==> src/rtl/array_allocator.sv <==
// array_allocator: round-robin arbitrated allocator for heap array ids.
// Owns the allocation high-water counter and the LIFO stack of freed ids,
// and serves one alloc/free request at a time through IDLE -> SERVE -> ACK.
// A successful alloc also emits a one-cycle clear command for the array size.
// Optional feature: define ARRAY_ALLOCATOR_DOUBLE_FREE_CHECK_EN to keep an
// in-use bitmap that rejects frees of ids that are not currently allocated.
module array_allocator #(
    parameter int MemoryElementWidth = 12,
    parameter int NArrays            = 2,
    parameter int NRequesters        = 2
) (
    input  logic                                     clock,
    input  logic                                     reset,
    input  logic [NRequesters-1:0]                   req,
    input  logic [NRequesters-1:0]                   op,
    input  logic [NRequesters*MemoryElementWidth-1:0] freeId,
    output logic [NRequesters-1:0]                   ack,
    output logic [MemoryElementWidth-1:0]            ackId,
    output logic                                     ackError,
    output logic                                     sizeClearValid,
    output logic [MemoryElementWidth-1:0]            sizeClearId,
    output logic [MemoryElementWidth-1:0]            allocs,
    output logic [MemoryElementWidth-1:0]            inUse
);

    localparam int W    = MemoryElementWidth;
    localparam int IdxW = (NArrays > 1) ? $clog2(NArrays) : 1;
    localparam int RrW  = (NRequesters > 1) ? $clog2(NRequesters) : 1;

    typedef enum logic [1:0] {
        IDLE,
        SERVE,
        ACK
    } stateT;

    stateT            stateQ, stateD;
    logic [RrW-1:0]   rrQ, rrD;
    logic [RrW-1:0]   winnerQ, winnerD;
    logic             opQ, opD;
    logic [W-1:0]     idQ, idD;
    logic [W-1:0]     allocsQ, allocsD;
    logic [W-1:0]     depthQ, depthD;
    logic [W-1:0]     resultQ, resultD;
    logic             errorQ, errorD;
`ifdef ARRAY_ALLOCATOR_DOUBLE_FREE_CHECK_EN
    logic [NArrays-1:0] usedQ, usedD;
`endif

    logic [W-1:0]     stackQ [NArrays];
    logic             pushEn;
    logic [IdxW-1:0]  pushIdx;
    logic [W-1:0]     pushData;
    logic [W-1:0]     stackTop;

    logic [W-1:0]     freeIdArr [NRequesters];
    logic             found;
    int               cand;
    logic [RrW-1:0]   candIdx;
    logic             ackActive;

    // Split the flat freeId bus into one slice per requester.
    for (genvar k = 0; k < NRequesters; k++) begin : gSlice
        assign freeIdArr[k] = freeId[k*W +: W];
    end

    assign stackTop = stackQ[IdxW'(depthQ - 1'b1)];

    // State register and all allocator bookkeeping, cleared by synchronous reset.
    always_ff @(posedge clock) begin
        if (reset) begin
            stateQ  <= IDLE;
            rrQ     <= '0;
            winnerQ <= '0;
            opQ     <= 1'b0;
            idQ     <= '0;
            allocsQ <= '0;
            depthQ  <= '0;
            resultQ <= '0;
            errorQ  <= 1'b0;
`ifdef ARRAY_ALLOCATOR_DOUBLE_FREE_CHECK_EN
            usedQ   <= '0;
`endif
        end else begin
            stateQ  <= stateD;
            rrQ     <= rrD;
            winnerQ <= winnerD;
            opQ     <= opD;
            idQ     <= idD;
            allocsQ <= allocsD;
            depthQ  <= depthD;
            resultQ <= resultD;
            errorQ  <= errorD;
`ifdef ARRAY_ALLOCATOR_DOUBLE_FREE_CHECK_EN
            usedQ   <= usedD;
`endif
        end
    end

    // Stack storage needs no reset: a zero depth makes every entry dead.
    always_ff @(posedge clock) begin
        if (pushEn) begin
            stackQ[pushIdx] <= pushData;
        end
    end

    // Next-state logic: arbitration in IDLE, the alloc/free decision in SERVE,
    // and round-robin pointer advance in ACK.
    always_comb begin
        stateD   = stateQ;
        rrD      = rrQ;
        winnerD  = winnerQ;
        opD      = opQ;
        idD      = idQ;
        allocsD  = allocsQ;
        depthD   = depthQ;
        resultD  = resultQ;
        errorD   = errorQ;
`ifdef ARRAY_ALLOCATOR_DOUBLE_FREE_CHECK_EN
        usedD    = usedQ;
`endif
        pushEn   = 1'b0;
        pushIdx  = IdxW'(depthQ);
        pushData = idQ;
        found    = 1'b0;
        cand     = 0;
        candIdx  = '0;

        case (stateQ)
            IDLE: begin
                if (|req) begin
                    for (int i = 0; i < NRequesters; i++) begin
                        cand    = (int'(rrQ) + i) % NRequesters;
                        candIdx = RrW'(cand);
                        if (!found && req[candIdx]) begin
                            found   = 1'b1;
                            winnerD = candIdx;
                            opD     = op[candIdx];
                            idD     = freeIdArr[candIdx];
                        end
                    end
                    stateD = SERVE;
                end
            end

            SERVE: begin
                errorD  = 1'b0;
                resultD = '0;
                if (!opQ) begin
                    if (depthQ != '0) begin
                        resultD = stackTop;
                        depthD  = depthQ - 1'b1;
`ifdef ARRAY_ALLOCATOR_DOUBLE_FREE_CHECK_EN
                        usedD[IdxW'(stackTop)] = 1'b1;
`endif
                    end else if (allocsQ < W'(NArrays)) begin
                        resultD = allocsQ;
                        allocsD = allocsQ + 1'b1;
`ifdef ARRAY_ALLOCATOR_DOUBLE_FREE_CHECK_EN
                        usedD[IdxW'(allocsQ)] = 1'b1;
`endif
                    end else begin
                        errorD = 1'b1;
                    end
                end else begin
                    if (idQ >= allocsQ) begin
                        errorD = 1'b1;
`ifdef ARRAY_ALLOCATOR_DOUBLE_FREE_CHECK_EN
                    end else if (!usedQ[IdxW'(idQ)]) begin
                        errorD = 1'b1;
`endif
                    end else if (depthQ == W'(NArrays)) begin
                        errorD = 1'b1;
                    end else begin
                        pushEn = 1'b1;
                        depthD = depthQ + 1'b1;
`ifdef ARRAY_ALLOCATOR_DOUBLE_FREE_CHECK_EN
                        usedD[IdxW'(idQ)] = 1'b0;
`endif
                    end
                end
                stateD = ACK;
            end

            ACK: begin
                if (int'(winnerQ) == NRequesters - 1) begin
                    rrD = '0;
                end else begin
                    rrD = winnerQ + 1'b1;
                end
                stateD = IDLE;
            end

            default: begin
                stateD = IDLE;
            end
        endcase
    end

    // Outputs are decoded from registered state so they are glitch-free and zero outside ACK.
    always_comb begin
        ackActive      = (stateQ == ACK);
        ack            = ackActive ? (NRequesters'(1) << winnerQ) : '0;
        ackId          = ackActive ? resultQ : '0;
        ackError       = ackActive & errorQ;
        sizeClearValid = ackActive & ~opQ & ~errorQ;
        sizeClearId    = sizeClearValid ? resultQ : '0;
        allocs         = allocsQ;
        inUse          = allocsQ - depthQ;
    end

endmodule

==> config.mk <==
export PLATFORM = sky130hd
export DESIGN_NAME = array_allocator
export DESIGN_NICKNAME = d
export VERILOG_FILES = /design/src/rtl/array_allocator.sv
export SDC_FILE = /design/constraint.sdc
export NUM_CORES = 1
export LEC_CHECK = 0
export ABC_AREA = 0
export ABC_CLOCK_PERIOD_IN_PS = 3800
export BUFFER_PORTS_ARGS = -buffer_cell sky130_fd_sc_hd__buf_2
export CORE_UTILIZATION = 35
export CTS_BUF_LIST = sky130_fd_sc_hd__clkbuf_8
export DETAILED_ROUTE_END_ITERATION = 8
export GPL_TIMING_DRIVEN = 0
export SYNTH_ARGS = -nofsm -noshare
export SYNTH_HDL_FRONTEND = slang
export SYNTH_SLANG_ARGS = --single-unit
==> constraint.sdc <==
create_clock -name clock -period 3.8 [get_ports clock]
set_clock_uncertainty 0.1 [all_clocks]
set_input_delay 0.38 -clock clock [delete_from_list [all_inputs] [get_ports clock]]
set_output_delay 0.38 -clock clock [all_outputs]
set_load 0.005 [all_outputs]
==> flow_summary.ini, run 1 <==
[placed_design]
dp_worst_setup_slack_ns = 0.2436
portBuffers = 80
placed_cells = 728
dpl.hpwl_mm = 8.902
gp_congestion = 0.8445

[pwr]
seqPwrFrac_pct = 32.5
ir_worst_vdd_v = 0.0003353
power_frac_comb_pct = 50.1
p_clk_share_pct = 17.3
netSwitchingFraction_pct = 40.88
p_leak_uw = 0.002195
p_per_area_mw_per_mm2 = 642.5
power_switching_uw = 1360
p_int_uw = 1967

[timing]
hold_ws_ns = 0.2470
fin_setup_tns_ns = 0
relSlewSlack_pct = 15.14
hold_viol = 0
drv_slew = 0
finalCritPeriodShare_pct = 93.27
setup_viol = 0
clock.fmax_mhz = 282.1
post-route-worst-setup-slack_ns = 0.2557
min_period_ns = 3.544
rsz0062_at_grt = false
worstMarginPinSlew_ns = 1.263

[clock_network]
cts_buffers = 9
cts_num_sinks = 78
clk_pin_slew_worst_paths_ns = 0.08
cts_setup_buffers = 0
hold_buffers = 0
cts_tree = yes
cts-htree-levels = 3
clockBufferDepth = 2
clk-insertion-delay-late_ns = 0.37
cts_root_buffer = clkbuf_8
cts_resized = 0

[critical_path]
crit_chain = inv_1, ha_1, a211oi_1, o21ai_0, a2111oi_1, o21ai_2, buf_6, buf_6, nor2_1
end_kind = flop
start_kind = flop
arrival_ns = 3.43
path_class = flop to flop
critPathTopFamily = compound AO/OA/AOI/OAI gates
worstPathRequired_ns = 3.69
cp.buffers_inverters = 3
critPathMaxFanout = 12
crit_path_frequent_cell = buf_6
slowest_delay_ns = 0.78
cp_slowest_cell = nor2_1

[finish]
final_common_cell = buf_2
antenna_cells = 0
nFillCells = 1247
drive_above_1_share_pct = 18.92
areaGrowthSynthToFinish_pct = 18.05
final_nets = 629
fin_cells = 744
final_cell_mix = buf_2, nor2_1, dfxtp_1

[drt]
drt-total-wl_mm = 11.48
vias = 3778
wl_per_cell_um = 15.43
first_pass_iters = 4
ant_nets = 0
initialDrtViolationCount = 235
via_per_inst = 5.078
drcViolationCount = 0

[synth]
syn_area_mm2 = 0.004387
ys_async_sr_fraction_pct = 0
synth_nets = 538
netlist_instances = 480
synth_area_leaders = dfxtp_1, edfxtp_1, ha_1
yosysUniqueCellTypes = 59
synth-edff-count = 24
yosysWarnings = 0
synth_seq_cells = 78
synth.avg_cell_area_um2 = 9.139
synth_top_cell_by_area = dfxtp_1
ys_seq_area_share_pct = 41.07
synthFlopType = dfxtp_1
synth_top_area_share_pct = 24.64

[die]
die_area_mm2 = 0.01298
rows = 40
io_pins = 82
die_h_um = 114.0
design.core.area_mm2 = 0.01211
start_util_pct = 36.22
die_w_um = 114.0

[run]
cap_violations = 0

[run_status]
status = completed

[global_route]
grt_use_total_pct = 17.84
antenna_found_initial = 0
grt_pass1_wl_mm = 17.71
grt_max_degree = 16
grt_pass1_vias = 3398
overflow = 0

[min_path]
hp-class = input port to flop
==> worst register-to-register path, delay by kind of cell, from the launching register on <==
family | cells | cell delay [ns]
simple gates | 1 | 0.78
fa+ha+maj | 1 | 0.31
compound gates | 4 | 1.09
buf+inv | 3 | 0.43
flops | 1 | 0.47
==> synthesized netlist by cell type (all sizes together), types with 2 or more instances <==
library cell,count
o21a,2
nor4,8
and2,29
inv,33
clkbuf,16
nor2,78
mux2,3
mux2i,29
buf,10
o31ai,2
a311o,2
nor3,18
dfxtp,54
or3,2
a211oi,17
or4,3
o211ai,3
a31oi,9
nor2b,8
edfxtp,24
xor2,3
nand4b,2
ha,27
a22o,2
a21oi,23
nand2,9
and3,5
nand4,6
nand2b,4
xnor2,7
nand3,11
o21ai,11
a21o,2
==> sequential cells by signal (all words and copies together), names as in the netlist, 2 cells and up <==
name     count
stackQ      24
allocs      12
depthQ      12
idQ         12
resultQ     12
stateQ       2
==> power groups by stage <==
stage | clock network, µW | registers, µW | logic [µW]
2_1_floorplan | 0 | 1060 | 1190
6_report | 577 | 1080 | 1670
5_1_grt | 626 | 1100 | 1850
3_3_place_gp | 0 | 1090 | 1640
3_5_place_dp | 0 | 1100 | 1670
4_1_cts | 589 | 1080 | 1680
==> path summary, 6_finish.rpt <==
kind,start,to,slack (ns),depth (start not counted)
setup / recovery,allocs[2],stackQ[1][4],0.26,9
hold / removal,freeId[7],idQ[7],0.25,3
setup reg to reg,allocs[2],stackQ[1][4],0.26,9
hold reg to reg,resultQ[0],resultQ[0],0.37,2
==> layout make-up <==
class	count	area, µm²	area share (%)
Inverter	33	123.9	2.392
Tap cell	168	210.2	4.059
Timing Repair Buffer	80	400.4	7.731
Sequential cell	78	1802	34.79
Buffer	26	123.9	2.392
Multi-Input combinational cell	343	2337	45.13
Clock inverter	7	57.56	1.111
Clock buffer	9	123.9	2.392
==> cells by family after synthesis <==
| logic type | count (synthesis) | share of synthesized area [%] |
|---|---|---|
| adders and majority gates | 29 | 8.386 |
| AOI/OAI and AO/OA | 85 | 13.69 |
| xor gates and xnor gates | 10 | 1.997 |
| and+or+nand+nor | 187 | 21.82 |
| muxes | 32 | 7.387 |
| DFF | 78 | 41.07 |
| buffers and inverters | 59 | 5.647 |
==> metrics by stage <==
stage / utilization, % / instance area (µm²) / power (µW)
after floorplan: - / 4387 / 2248
after global placement: 41.26 / 4997 / 2732
after detailed placement: 41.26 / 4997 / 2767
after CTS: 42.76 / 5179 / 3346
after global routing: 42.76 / 5179 / 3576
final: 42.76 / 5179 / 3327
==> routing by layer <==
metal	vias up	GRT usage [%]	share of wire, %
met5	-	0	0
met4	0	6.147	1.5
met3	13	3.135	4.3
met2	95	28.32	46
met1	1776	24.42	49
li1	1894	-	-
No activity file was read; power rests on OpenSTA's default activity.
==> run 2: changes to the inputs <==
- ABC_AREA: 0 -> 1
- SLEW_MARGIN: default -> 25
==> run 2 against run 1 <==
Effect of this change: non-clock buffer count unchanged; first-iteration DRC count decreased by 3.8%; sequential cell count unchanged; combinational power increased by 51%; register-to-register slack improved by 0.25 ns; hold slack got worse by 0.11 ns; critical path depth increased by 1; routed wire length increased by 7.8%; clock power increased by 14%; critical endpoint is now stackQ[0][8]; largest power group unchanged; highest routed layer unchanged.
==> flow_summary.ini, run 2 <==
[clock_network]
cts-htree-levels = 3
hold_buffers = 0
clk_pin_slew_worst_paths_ns = 0.09
cts_buffers = 9
cts_tree = yes
clockBufferDepth = 2
cts_resized = 0
cts_num_sinks = 78
cts_root_buffer = clkbuf_8
cts_setup_buffers = 0
clk-insertion-delay-late_ns = 0.36

[placed_design]
dpl.hpwl_mm = 9.719
gp_congestion = 0.8477
placed_area_mm2 = 0.005160
portBuffers = 81
dp_worst_setup_slack_ns = 0.1610

[pwr]
p_leak_uw = 0.002468
ir_worst_vdd_v = 0.0003519
p_per_area_mw_per_mm2 = 802.0

[critical_path]
start_kind = flop
worstPathRequired_ns = 3.69
path_class = flop to flop
reg2regPathDepth = 10
rr_startpoint = depthQ[0]
r2r-end = stackQ[0][8]
end_kind = flop
critPathMaxFanout = 12
r2r_setup_slack_ns = 0.51
arrival_ns = 3.18

[synth]
synth_area_leaders = dfxtp_1, edfxtp_1, nand2_1
synth_seq_cells = 78
synth-edff-count = 24
synth_nets = 689
yosysWarnings = 0
ys_seq_area_share_pct = 39.69
synthFlopType = dfxtp_1
synth.avg_cell_area_um2 = 7.194
synth_most_common_cell = nand2_1
synth_top_area_share_pct = 23.81
syn_area_mm2 = 0.004539
yosys-top-cells-count = nand2_1, nor2_1, inv_1
synth_top_cell_by_area = dfxtp_1
ys_async_sr_fraction_pct = 0
yosysUniqueCellTypes = 32
netlist_instances = 631

[die]
die_w_um = 115.9
rows = 41
design.core.area_mm2 = 0.01262
die_area_mm2 = 0.01343
die_h_um = 115.9
start_util_pct = 35.97
io_pins = 82

[timing]
setup_viol = 0
worstMarginPinSlew_ns = 0.6796
hold_ws_ns = 0.1392
finalCritPeriodShare_pct = 86.69
min_period_ns = 3.294
rsz0062_at_grt = false
clock.fmax_mhz = 303.6
drv_slew = 0
hold_viol = 0
post-route-worst-setup-slack_ns = 0.5056
relSlewSlack_pct = 54.65
fin_setup_tns_ns = 0

[min_path]
hold_path_depth = 3
hp-class = input port to flop
whs_endpoint = idQ[2]
hp-start = freeId[2]

[drt]
vias = 4270
drt-total-wl_mm = 12.38
wl_per_cell_um = 13.75
ant_nets = 0
initialDrtViolationCount = 226
first_pass_iters = 7
drcViolationCount = 0
via_per_inst = 4.744

[finish]
final_common_cell = nand2_1
design_area_mm2 = 0.005369
final_cell_mix = nand2_1, nor2_1, buf_2
antenna_cells = 0
top_register = stackQ
seqCellArea_mm2 = 0.001802
largest_reg_flops = 24
multi_input_area_mm2 = 0.002340
drive_above_1_share_pct = 16.07
nFillCells = 1356
areaGrowthSynthToFinish_pct = 18.27
final_nets = 781

[global_route]
grt_pass1_wl_mm = 19.44
overflow = 0
grt_max_degree = 16
antenna_found_initial = 0
grt_use_total_pct = 19.07
grt_pass1_vias = 3813

[run]
cap_violations = 0

[run_status]
status = completed
[run 2: layout make-up]
class | instances | area share [%]
plain buffers | 25 | 2.447
clock inverters | 7 | 1.491
repair buffers | 81 | 7.551
multi-input cells | 456 | 43.58
flip-flops and latches | 78 | 33.56
well taps | 172 | 4.008
clock buffers | 9 | 2.307
inverters | 72 | 5.057
[run 2: how the worst max path moves through the flow]
stage	startpoint	end	slack, ns	cells after the start
after floorplan	depthQ[0]	stackQ[1][0]	1.11	10
after global placement	depthQ[0]	stackQ[0][4]	0.24	10
after detailed placement	depthQ[0]	stackQ[1][7]	0.16	10
after CTS	depthQ[0]	stackQ[1][8]	0.14	10
after global routing	depthQ[0]	stackQ[0][8]	0.26	10
final	depthQ[0]	stackQ[0][8]	0.51	10
[run 2: through the flow]
| stage | std cells | util [%] | power [µW] |
|---|---|---|---|
| 6_report | 900 | 42.54 | 4306 |
| 3_3_place_gp | 884 | 40.89 | 3618 |
| 4_1_cts | 900 | 42.50 | 4322 |
| 2_1_floorplan | 631 | - | 2931 |
| 3_5_place_dp | 884 | 40.89 | 3663 |
| 5_1_grt | 900 | 42.54 | 4679 |
[run 2: power by group]
group,internal (µW),switching (µW)
sequential,1000,127
clock,313,343
combinational,1010,1520
total,2320,1990
[run 2: kinds of logic after synthesis]
family | count (synthesis) | share of synthesized area, %
AOI/OAI and AO/OA | 103 | 11.77
xor gates and xnor gates | 27 | 5.209
adders and majority gates | 28 | 7.883
buffers and inverters | 97 | 8.875
DFF | 78 | 39.69
and+or+nand+nor | 298 | 26.57
[run 2: routing by layer]
layer	global-route usage [%]	share of wire, %	routed length [µm]
met5	0	0	0
met2	31.59	48	5973
met3	2.772	3.8	475
met1	25.42	47	5774
met4	6.410	1.2	152
[run 2: worst max-delay path, cell delays in order (launching register included)]
cell,delay (ns)
dfxtp_1,0.36
buf_2,0.25
clkinv_1,0.35
clkbuf_1,0.39
ha_1,0.30
nand2_1,0.06
nor3_1,0.05
nor2_1,0.10
nand2_1,0.16
buf_2,0.25
nor2_2,0.55
==> run 3: changes to the inputs <==
- ABC_AREA: 1 -> default
==> run 3 against run 2 <==
Effect of this change: register-to-register slack got worse by 0.03 ns; non-clock buffer count stayed put; critical path type is now flop to output port; clock power down 0.6%; hold slack better by 0.11 ns; sequential power decreased by 4%; worst setup slack got worse by 0.13 ns; cell count down 17%; sequential cell count is the same.
==> flow_summary.ini, run 3 (synthesis results as in run 1) <==
[finish]
multi_input_area_mm2 = 0.002347
areaGrowthSynthToFinish_pct = 18.80
nFillCells = 1274
drive_above_1_share_pct = 19.44
fin_cells = 744
final_common_cell = buf_2
top_register = stackQ
seqCellArea_mm2 = 0.001802
final_core_util_pct = 43.03
largest_reg_flops = 24
final_cell_mix = buf_2, nor2_1, dfxtp_1
antenna_cells = 0
final_nets = 629

[drt]
via_per_inst = 5.117
wl_met2_mm = 5.383
met1_length_mm = 5.460
vias = 3807
top_layer = met4
initialDrtViolationCount = 167
ant_nets = 0
drt-total-wl_mm = 11.53
first_pass_iters = 4
drcViolationCount = 0
wl_per_cell_um = 15.50
wl_met3_um = 516

[timing]
relSlewSlack_pct = 52.02
worstMarginPinSlew_ns = 0.7159
min_period_ns = 3.424
clock.fmax_mhz = 292.1
hold_ws_ns = 0.2525
rsz0062_at_grt = false
hold_viol = 0
finalCritPeriodShare_pct = 90.09
fin_setup_tns_ns = 0
setup_viol = 0
post-route-worst-setup-slack_ns = 0.3765
drv_slew = 0

[clock_network]
cts_buffers = 9
cts_num_sinks = 78
cts_setup_buffers = 0
cts-htree-levels = 3
clockBufferDepth = 2
clk-insertion-delay-late_ns = 0.36
hold_buffers = 0
cts_tree = yes
cts_root_buffer = clkbuf_8
clk_pin_slew_worst_paths_ns = 0.09

[critical_path]
path_class = flop to output port
start_kind = flop
worstPathRequired_ns = 3.32
end_kind = output port
crit_chain = inv_1, ha_1, nor2b_1, o31a_1, or4_1, a31oi_1, o31ai_1, xnor2_1, buf_2
arrival_ns = 2.94
critPathMaxFanout = 7
rr_startpoint = allocs[2]
startpoint = depthQ[1]
cp_slowest_cell = dfxtp_1
slowest_delay_ns = 0.49

[pwr]
p_per_area_mw_per_mm2 = 653.1
ir_worst_vdd_v = 0.0003329
p_leak_uw = 0.002211

[placed_design]
dpl.hpwl_mm = 8.879
placed_cells = 728
portBuffers = 80
gp_congestion = 0.8445
dp_worst_setup_slack_ns = 0.2270

[die]
die_area_mm2 = 0.01298
die_w_um = 114.0
rows = 40
design.core.area_mm2 = 0.01211
start_util_pct = 36.22
io_pins = 82
die_h_um = 114.0

[global_route]
grt_pass1_vias = 3488
grt_max_degree = 16
antenna_found_initial = 0
grt_pass1_wl_mm = 18.11
grt_use_total_pct = 18.08
overflow = 0

[min_path]
hp-class = input port to flop
hp-start = freeId[7]

[run]
cap_violations = 0

[run_status]
status = completed
run 3: changes by cell type in the layout (fill, tap and decap cells not counted), sizes merged, moves of 9 or more:
cell / delta
o21ai: -34
mux2i: +29
nand2: -149
a211oi: +13
nor2: -23
xor2: -19
a21oi: -27
a31oi: +9
nor3: +10
and2: +28
nand3: -14
inv: -36
run 3: cell type report:
| class | instances | area share (%) |
|---|---|---|
| buffer | 26 | 2.377 |
| clock buffer | 9 | 2.377 |
| clock inverter | 7 | 1.537 |
| inverter | 33 | 2.377 |
| multi-input combinational | 343 | 45.04 |
| sequential | 78 | 34.57 |
| tap | 168 | 4.034 |
| timing repair buffer | 80 | 7.683 |
run 3: timing repair:
| item | in CTS | in global routing |
|---|---|---|
| endpoints found under the hold margin | 0 | 0 |
| setup endpoints to repair | 0 | 4 |
| gates resized for setup | 0 | 1 |
run 3: path summary, 6_finish.rpt:
check | to | slack (ns) | cells after the start
worst min register to register | resultQ[0] | 0.38 | 2
worst max register to register | stackQ[1][4] | 0.48 | 9
worst min-delay path | idQ[7] | 0.25 | 3
worst max-delay path | inUse[11] | 0.38 | 9
run 3: power by group:
part | internal [µW] | switching [µW] | total (µW)
combinational | 760 | 911 | 1670
clock | 314 | 338 | 652
sequential | 964 | 117 | 1080
total | 2040 | 1370 | 3400
run 3: stage by stage:
step                      power [µW]  instance area, µm²
after CTS                       3421                5206
after floorplan                 2248                4387
after global routing            3656                5211
final                           3403                5211
after detailed placement        2770                5002
after global placement          2732                4997
run 3: layer usage:
layer	up-vias	GRT usage, %
met2	101	29.70
met4	0	5.974
met1	1807	24.23
met5	-	0
met3	10	2.869
li1	1889	-
run 3: worst max-delay path: cells and delay by family, from the launching register on:
| kind | cells | cell delay [ns] |
|---|---|---|
| flip-flops | 1 | 0.49 |
| XOR/XNOR | 1 | 0.17 |
| buffers and inverters | 2 | 0.27 |
| adder cells (fa/ha/maj) | 1 | 0.28 |
| AO/OA/AOI/OAI | 3 | 0.83 |
| AND/OR/NAND/NOR | 2 | 0.56 |
